$ cat src/rtl/soc_ram_arbiter.sv
// Two-requester round-robin arbiter in front of a single-port synchronous RAM.
// Read data returns one cycle after issue and is steered to the requester that issued it.
module soc_ram_arbiter #(
    parameter int unsigned ADDR_W = 16,
    parameter int unsigned DATA_W = 8,
    parameter int unsigned CNT_W  = 16
) (
    input  logic              clk,
    input  logic              reset_n,
    input  logic [ADDR_W-1:0] m0_address,
    input  logic              m0_read,
    input  logic              m0_write,
    input  logic [DATA_W-1:0] m0_writedata,
    output logic              m0_waitrequest,
    output logic [DATA_W-1:0] m0_readdata,
    output logic              m0_readdatavalid,
    input  logic [ADDR_W-1:0] m1_address,
    input  logic              m1_read,
    input  logic              m1_write,
    input  logic [DATA_W-1:0] m1_writedata,
    output logic              m1_waitrequest,
    output logic [DATA_W-1:0] m1_readdata,
    output logic              m1_readdatavalid,
    output logic [ADDR_W-1:0] mem_address,
    output logic              mem_chipselect,
    output logic              mem_write,
    output logic [DATA_W-1:0] mem_writedata,
    output logic              mem_clken,
    input  logic [DATA_W-1:0] mem_readdata,
    input  logic              cnt_clear,
    output logic [CNT_W-1:0]  m0_grants,
    output logic [CNT_W-1:0]  m1_grants
);

    logic              w_m0_req;
    logic              w_m1_req;
    logic              w_issue;
    logic              w_win;
    logic              w_win_wr;
    logic [ADDR_W-1:0] w_win_addr;
    logic [DATA_W-1:0] w_win_data;

    logic              r_rr_last;
    logic              r_rd_pend;
    logic              r_rd_id;
    logic [ADDR_W-1:0] r_mem_address;
    logic [DATA_W-1:0] r_mem_writedata;
    logic [CNT_W-1:0]  r_m0_cnt;
    logic [CNT_W-1:0]  r_m1_cnt;

    assign w_m0_req = m0_read | m0_write;
    assign w_m1_req = m1_read | m1_write;

    always_comb begin
        w_win = 1'b0;
        if (w_m0_req && w_m1_req) begin
            w_win = ~r_rr_last;
        end else if (w_m1_req) begin
            w_win = 1'b1;
        end
        w_issue    = reset_n & (w_m0_req | w_m1_req);
        // A write takes priority when read and write are both asserted.
        w_win_wr   = w_win ? m1_write : m0_write;
        w_win_addr = w_win ? m1_address : m0_address;
        w_win_data = w_win ? m1_writedata : m0_writedata;
    end

    assign m0_waitrequest   = ~(w_issue & ~w_win);
    assign m1_waitrequest   = ~(w_issue & w_win);

    assign mem_chipselect   = w_issue;
    assign mem_write        = w_issue & w_win_wr;
    assign mem_address      = w_issue ? w_win_addr : r_mem_address;
    assign mem_writedata    = w_issue ? w_win_data : r_mem_writedata;
    assign mem_clken        = reset_n;

    assign m0_readdata      = mem_readdata;
    assign m1_readdata      = mem_readdata;
    // Gating with reset_n drops a read issued the cycle before reset.
    assign m0_readdatavalid = reset_n & r_rd_pend & ~r_rd_id;
    assign m1_readdatavalid = reset_n & r_rd_pend & r_rd_id;

    assign m0_grants        = r_m0_cnt;
    assign m1_grants        = r_m1_cnt;

    always_ff @(posedge clk) begin
        if (!reset_n) begin
            r_rr_last       <= 1'b1;
            r_rd_pend       <= 1'b0;
            r_rd_id         <= 1'b0;
            r_mem_address   <= '0;
            r_mem_writedata <= '0;
        end else begin
            r_rd_pend <= w_issue & ~w_win_wr;
            if (w_issue) begin
                r_rr_last       <= w_win;
                r_rd_id         <= w_win;
                r_mem_address   <= w_win_addr;
                r_mem_writedata <= w_win_data;
            end
        end
    end

    always_ff @(posedge clk) begin
        if (!reset_n || cnt_clear) begin
            r_m0_cnt <= '0;
            r_m1_cnt <= '0;
        end else if (w_issue) begin
            if (!w_win && r_m0_cnt != '1) begin
                r_m0_cnt <= r_m0_cnt + 1'b1;
            end
            if (w_win && r_m1_cnt != '1) begin
                r_m1_cnt <= r_m1_cnt + 1'b1;
            end
        end
    end

endmodule

$ cat config.mk
export PLATFORM = sky130hd
export DESIGN_NAME = soc_ram_arbiter
export DESIGN_NICKNAME = d
export VERILOG_FILES = /design/src/rtl/soc_ram_arbiter.sv
export SDC_FILE = /design/constraint.sdc
export NUM_CORES = 1
export LEC_CHECK = 0
export ABC_AREA = 1
export BUFFER_PORTS_ARGS = -buffer_cell sky130_fd_sc_hd__buf_2
export CAP_MARGIN = 20
export CORE_ASPECT_RATIO = 1.2
export CORE_UTILIZATION = 49
export CTS_BUF_LIST = sky130_fd_sc_hd__clkbuf_16
export DETAILED_ROUTE_END_ITERATION = 12
export GPL_TIMING_DRIVEN = 0
export PLACE_DENSITY = 0.9
export SYNTH_ARGS = -nofsm -noshare
export SYNTH_HDL_FRONTEND = slang
export SYNTH_SLANG_ARGS = --single-unit
$ cat constraint.sdc
create_clock -name clk -period 2.1 [get_ports clk]
set_input_delay 0 -clock clk [delete_from_list [all_inputs] [get_ports clk]]
set_output_delay 0 -clock clk [all_outputs]
set_load 0.02 [all_outputs]
# Yosys cells after proc, flatten, opt, wreduce, memory -nomap -nowiden
# Index checks and enable logic that the tools add are counted.
[classes]
reduce_logical = 8
n_addsub = 2
eq_ne = 2
bitwise = 17
muxes = 7
[op_table]
columns = ["op", "count"]
rows = [
  ["adder 16 x 1 -> 16 bit, second input constant", 2],
  ["2-to-1 mux 16 bit", 2],
  ["inequality test 16 bit, second input constant", 2],
  ["2-to-1 mux 8 bit", 2],
  ["bitwise AND 1 bit", 8],
  ["inverter 1 bit", 6],
  ["AND reduction 2 bit", 2],
  ["logical AND 1 bit", 3],
  ["2-to-1 mux 1 bit", 3],
  ["bitwise OR 1 bit", 3],
  ["zero test 1 bit", 2],
  ["logical OR 1 bit", 1],
]
[totals]
wordCells = 43
reg_bits = 59
in_bits = 63
out_inout_bits = 79

# Logic depth before layout (Yosys ltp)
[logic_depth]
ltp_word = 6
depth_mapped = 9
mapped_depth_nobuf = 9

# Worst setup path after synthesis
# No wires, ideal clock.
[synth_path]
path_type = "reg-to-reg"
startpoint = "reg r_m0_cnt[0] (netlist: m0_grants[0])"
endpoint = "reg r_m0_cnt[13] (netlist: m0_grants[13])"
synth_period_minus_slack_ps = 1713
arrival_time_ps = 1579
stages_incl_launch_ff = 10
t_required_ps = 1966
setup_ps = 134
path_slack_ps = 387
path_cell_list = "dfxtp_1 > ha_1 > inv_1 > nor2_2 > nand2_1 > nor2_4 > nor2_4 > buf_8 > nand2_1 > a21oi_1"
[synth_between]
elab_chain_cells = 3
word_cells_on_any_way = 4
[synth_rtl]
columns = ["item", "line_no", "rtl"]
rows = [
  ["from (decl)", "48", "logic [CNT_W-1:0] r_m0_cnt;"],
  ["from (signal assigned)", "110", "r_m0_cnt <= r_m0_cnt + 1'b1;"],
  ["branches (longest 3 deep; another with adder 16 x 1 -> 16 bit)", "--", ""],
]
# Several ways; the timed one is not identified.
# A chain may end at the register's enable or synchronous reset.

# Worst setup path after layout
[layout_path]
startpoint = "in m1_write"
endpoint = "reg r_mem_address[3]"
[layout_between]
elab_chain_cells = 5
word_cells_on_any_way = 8
[layout_rtl]
columns = ["item", "line_no", "rtl"]
rows = [
  ["from (decl)", "19", "input logic m1_write,"],
  ["bitwise OR 1 bit *", "52", "assign w_m1_req = m1_read | m1_write;"],
  ["2-to-1 mux 1 bit / logical AND 1 bit (equally long branches)", "58, 56", ""],
  ["2-to-1 mux 1 bit", "56", "if (w_m0_req && w_m1_req) begin"],
  ["2-to-1 mux 16 bit", "64", "w_win_addr = w_win ? m1_address : m0_address;"],
  ["2-to-1 mux 16 bit *", "--", ""],
  ["to (signal assigned)", "98", "r_mem_address <= w_win_addr;"],
  ["to (decl)", "46", "logic [ADDR_W-1:0] r_mem_address;"],
]
# Every way passes the cells marked *; elsewhere a longest branch is shown, timed or not.

==> impl_metrics.prom <==
# TYPE chip_impl_metric gauge
chip_impl_info{name="reg2reg_from",value="r_rr_last"} 1
chip_impl_metric{name="achievable-frequency",unit="MHz"} 485
chip_impl_metric{name="synth-xor-area-share",unit="%"} 2.53
chip_impl_metric{name="vdd_drop_max",unit="V"} 0.000629
chip_impl_metric{name="num_antenna_cells",unit=""} 0
chip_impl_metric{name="grtUsageTotal",unit="%"} 32.2
chip_impl_info{name="cts_tree",value="built"} 1
chip_impl_metric{name="grt_max_degree",unit=""} 11
chip_impl_metric{name="powerDensity",unit="nW/um2"} 652
chip_impl_metric{name="cts.sinks",unit=""} 59
chip_impl_metric{name="design_area",unit="um2"} 5050
chip_impl_metric{name="firstDrtPassIters",unit=""} 5
chip_impl_metric{name="synth_area_per_cell",unit="um2"} 6.78
chip_impl_metric{name="syn2layout_area_growth",unit="%"} 45.8
chip_impl_metric{name="cp_max_fo",unit=""} 10
chip_impl_info{name="unrepaired_setup_endpoints_after_global_routing",value="yes"} 1
chip_impl_metric{name="postSynth.asyncResetShare",unit="%"} 0
chip_impl_info{name="crit_path_start_kind",value="primary input"} 1
chip_impl_metric{name="report.final.hold_viol_count",unit=""} 0
chip_impl_metric{name="nets",unit=""} 770
chip_impl_metric{name="routed_wirelength",unit="mm"} 12.0
chip_impl_metric{name="drt-initial-drc-count",unit=""} 391
chip_impl_info{name="synthDominantAreaCellType",value="sky130_fd_sc_hd__dfxtp_1"} 1
chip_impl_metric{name="post-route-min-period",unit="ns"} 2.06
chip_impl_info{name="synth_top_family_by_area",value="simple AND/OR/NAND/NOR gates"} 1
chip_impl_info{name="synth.top_cells.by_area",value="sky130_fd_sc_hd__dfxtp_1 (34%), sky130_fd_sc_hd__nand2_1 (20%), sky130_fd_sc_hd__nand3_1 (6.5%)"} 1
chip_impl_metric{name="hpwl",unit="mm"} 7.07
chip_impl_metric{name="die_w",unit="um"} 78.7
chip_impl_metric{name="yosysTopAreaCellShare",unit="%"} 34.1
chip_impl_metric{name="setup_viol",unit=""} 0
chip_impl_info{name="outcome",value="complete, no violations"} 1
chip_impl_metric{name="count_of_buffers_from_port_buffering",unit=""} 132
chip_impl_metric{name="detail-route-antenna-nets",unit=""} 0
chip_impl_metric{name="synth_area",unit="um2"} 3460
chip_impl_metric{name="total_grt_overflow",unit=""} 0
chip_impl_metric{name="muxShareOfSynthArea",unit="%"} 0
chip_impl_info{name="synthMostInstantiatedCell",value="sky130_fd_sc_hd__nand2_1"} 1
chip_impl_info{name="crit-reg2reg-capture",value="r_mem_address[3]"} 1
chip_impl_metric{name="tightest_slew",unit="ns"} 0.511
chip_impl_info{name="synth_top_cells_by_count",value="sky130_fd_sc_hd__nand2_1 (189), sky130_fd_sc_hd__dfxtp_1 (59), sky130_fd_sc_hd__nand3_1 (45)"} 1
chip_impl_metric{name="core_area",unit="um2"} 6810
chip_impl_metric{name="post_synthesis_compound_gate_area_fraction",unit="%"} 10.9
chip_impl_info{name="critPathCaptureType",value="flip-flop"} 1
chip_impl_metric{name="final_layout_size_suffix_gt1_share",unit="%"} 31.3
chip_impl_metric{name="drv_cap",unit=""} 0
chip_impl_metric{name="total_power",unit="uW"} 3290
chip_impl_metric{name="numCtsBuffers",unit=""} 9
chip_impl_metric{name="route.detailed.drc",unit=""} 0
chip_impl_metric{name="placed_cells_incl_taps",unit=""} 730
chip_impl_metric{name="clock_skew",unit="ns"} 0.00707
chip_impl_metric{name="initial_util",unit="%"} 50.8
chip_impl_metric{name="global_route_wire_length_before_repair",unit="mm"} 18.6
chip_impl_metric{name="stdcell_count",unit=""} 796
chip_impl_metric{name="htreeDepth",unit=""} 3
chip_impl_metric{name="dieArea",unit="um2"} 7410
chip_impl_metric{name="postPlaceCellArea",unit="um2"} 4230
chip_impl_metric{name="io-pin-count",unit=""} 142
chip_impl_metric{name="routabilityCongestion",unit=""} 0.906
chip_impl_metric{name="grt_pass1_vias",unit=""} 4084
chip_impl_metric{name="post_drt_via_cell_ratio",unit=""} 5.60
chip_impl_metric{name="leakagePower",unit="uW"} 0.00226
chip_impl_metric{name="syn-instance-count",unit=""} 511
chip_impl_metric{name="die-height",unit="um"} 94.1
chip_impl_metric{name="yosys_warnings",unit=""} 0
chip_impl_metric{name="cts.reportedPaths.clkPinSlew",unit="ns"} 0.05
chip_impl_metric{name="worst_skew_pair.late_latency",unit="ns"} 0.33
chip_impl_metric{name="synth.yosys.seq_area_share",unit="%"} 34.1
chip_impl_info{name="hp-class",value="primary input to flip-flop"} 1
chip_impl_metric{name="cts_buffer_depth",unit=""} 2
chip_impl_metric{name="utilization",unit="%"} 74.1
chip_impl_metric{name="min_period_over_period",unit="%"} 98.3
chip_impl_info{name="endpoint",value="r_mem_address[3]"} 1
chip_impl_metric{name="synth-simple-area-share",unit="%"} 42.6
chip_impl_info{name="critical_path.startpoint",value="m1_write"} 1
chip_impl_metric{name="layout.filler_cells",unit=""} 470
chip_impl_metric{name="maxSlewViolCount",unit=""} 0
chip_impl_info{name="dominantRegCellSynth",value="sky130_fd_sc_hd__dfxtp_1"} 1
chip_impl_metric{name="std_cell_rows",unit=""} 33
chip_impl_metric{name="grt_antenna_before_repair",unit=""} 0
chip_impl_metric{name="synthAdderAreaFrac",unit="%"} 0.723
chip_impl_info{name="path_class",value="primary input to flip-flop"} 1
chip_impl_metric{name="reg2regPathDepth",unit=""} 7
chip_impl_metric{name="slew_headroom",unit="%"} 65.9
chip_impl_info{name="clock_root_buffer",value="sky130_fd_sc_hd__clkbuf_16"} 1
chip_impl_metric{name="rrSetupSlack",unit="ns"} 0.04
chip_impl_metric{name="net_count_after_synthesis",unit=""} 576
chip_impl_metric{name="route.detailed.wl_per_inst",unit="um"} 15.1
chip_impl_metric{name="worstPathArrival",unit="ns"} 2.33
chip_impl_metric{name="synth_enable_flop_cells",unit=""} 0
chip_impl_metric{name="critPathRequiredTime",unit="ns"} 2.37
chip_impl_metric{name="synth.distinct_cells",unit=""} 28
chip_impl_metric{name="synth-seq-cells",unit=""} 59
chip_impl_metric{name="finalSetupTns",unit="ns"} 0
chip_impl_metric{name="via_count",unit=""} 4461
[cell families after synthesis]
group                    after synthesis
XOR/XNOR                              10
AND/OR/NAND/NOR                      326
flip-flops                            59
adder cells (fa/ha/maj)                2
AO/OA/AOI/OAI                         60
buffers and inverters                 54
[stage by stage]
stage                     worst slack (ns)  hold WS, ns
after global routing               -0.0142       0.0179
after global placement               0.348        0.218
after floorplan                      0.387        0.113
final                               0.0367      0.00644
after CTS                            0.122      0.00823
after detailed placement             0.302        0.217
[routing by layer]
metal,routed length [um],vias to the layer above,GRT usage (%)
met2,5960,326,57.5
li1,-,2064,-
met1,4520,2027,36.0
met4,368,0,17.4
met3,1170,44,5.63
met5,0,-,0
[timing repair]
action / 4_1_cts / 5_1_grt
setup endpoints to repair: 0 / 18
buffers inserted: 0 / 2
gates resized for setup: 0 / 11
hold endpoints to repair: 26 / 0
hold buffers: 49 / 0
[sequential cells by signal (all words and copies together) (netlist names)]
| signal | count |
|---|---|
| r_mem_writedata | 8 |
| m0_grants | 16 |
| r_mem_address | 16 |
| r_rd_pend | 1 |
| r_rr_last | 1 |
| r_rd_id | 1 |
| m1_grants | 16 |
[power breakdown]
group / total (uW) / internal [uW] / switching (uW)
logic: 686 / 286 / 400
registers: 1180 / 1160 / 19.5
clock network: 1420 / 900 / 521
[layout make-up]
| class | instances | area (um2) | share of cell area, % |
|---|---|---|---|
| clock buffer | 9 | 225 | 4.46 |
| multi-input combinational | 398 | 1970 | 39.1 |
| sequential | 59 | 1180 | 23.4 |
| timing repair buffer | 183 | 1170 | 23.1 |
| tap | 87 | 109 | 2.16 |
| inverter | 22 | 82.6 | 1.64 |
| clock inverter | 6 | 57.6 | 1.14 |
| buffer | 32 | 254 | 5.03 |
[worst max-delay path, stage by stage]
cell,delay (ns)
sky130_fd_sc_hd__dlygate4sd3_1,0.54
sky130_fd_sc_hd__buf_2,0.15
sky130_fd_sc_hd__nor2_4,0.07
sky130_fd_sc_hd__inv_2,0.06
sky130_fd_sc_hd__o21ai_4,0.09
sky130_fd_sc_hd__nor2_4,0.23
sky130_fd_sc_hd__clkbuf_4,0.27
sky130_fd_sc_hd__nand2_1,0.09
sky130_fd_sc_hd__a31oi_1,0.23
sky130_fd_sc_hd__dlygate4sd3_1,0.60
[worst min path at each step]
stage	startpoint	endpoint	cells after the start
3_3_place_gp	mem_readdata[1]	m1_readdata[1]	2
2_1_floorplan	mem_readdata[0]	m0_readdata[0]	1
4_1_cts	m1_address[8]	r_mem_address[8]	3
5_1_grt	reset_n	r_rr_last	2
6_report	reset_n	r_rr_last	2
3_5_place_dp	mem_readdata[4]	m0_readdata[4]	2
[layout by cell type (no fill, tap or decap), types with 12 or more instances in the layout]
master / count
sky130_fd_sc_hd__a21oi_1: 22
sky130_fd_sc_hd__nand2_2: 12
sky130_fd_sc_hd__buf_2: 134
sky130_fd_sc_hd__dlygate4sd3_1: 49
sky130_fd_sc_hd__nand4_1: 14
sky130_fd_sc_hd__nor2_1: 42
sky130_fd_sc_hd__buf_4: 20
sky130_fd_sc_hd__dfxtp_1: 59
sky130_fd_sc_hd__nand3_1: 45
sky130_fd_sc_hd__nand2_1: 188
sky130_fd_sc_hd__inv_1: 18
sky130_fd_sc_hd__a31oi_1: 24
Note: power is estimated with default switching activity, not from simulation.
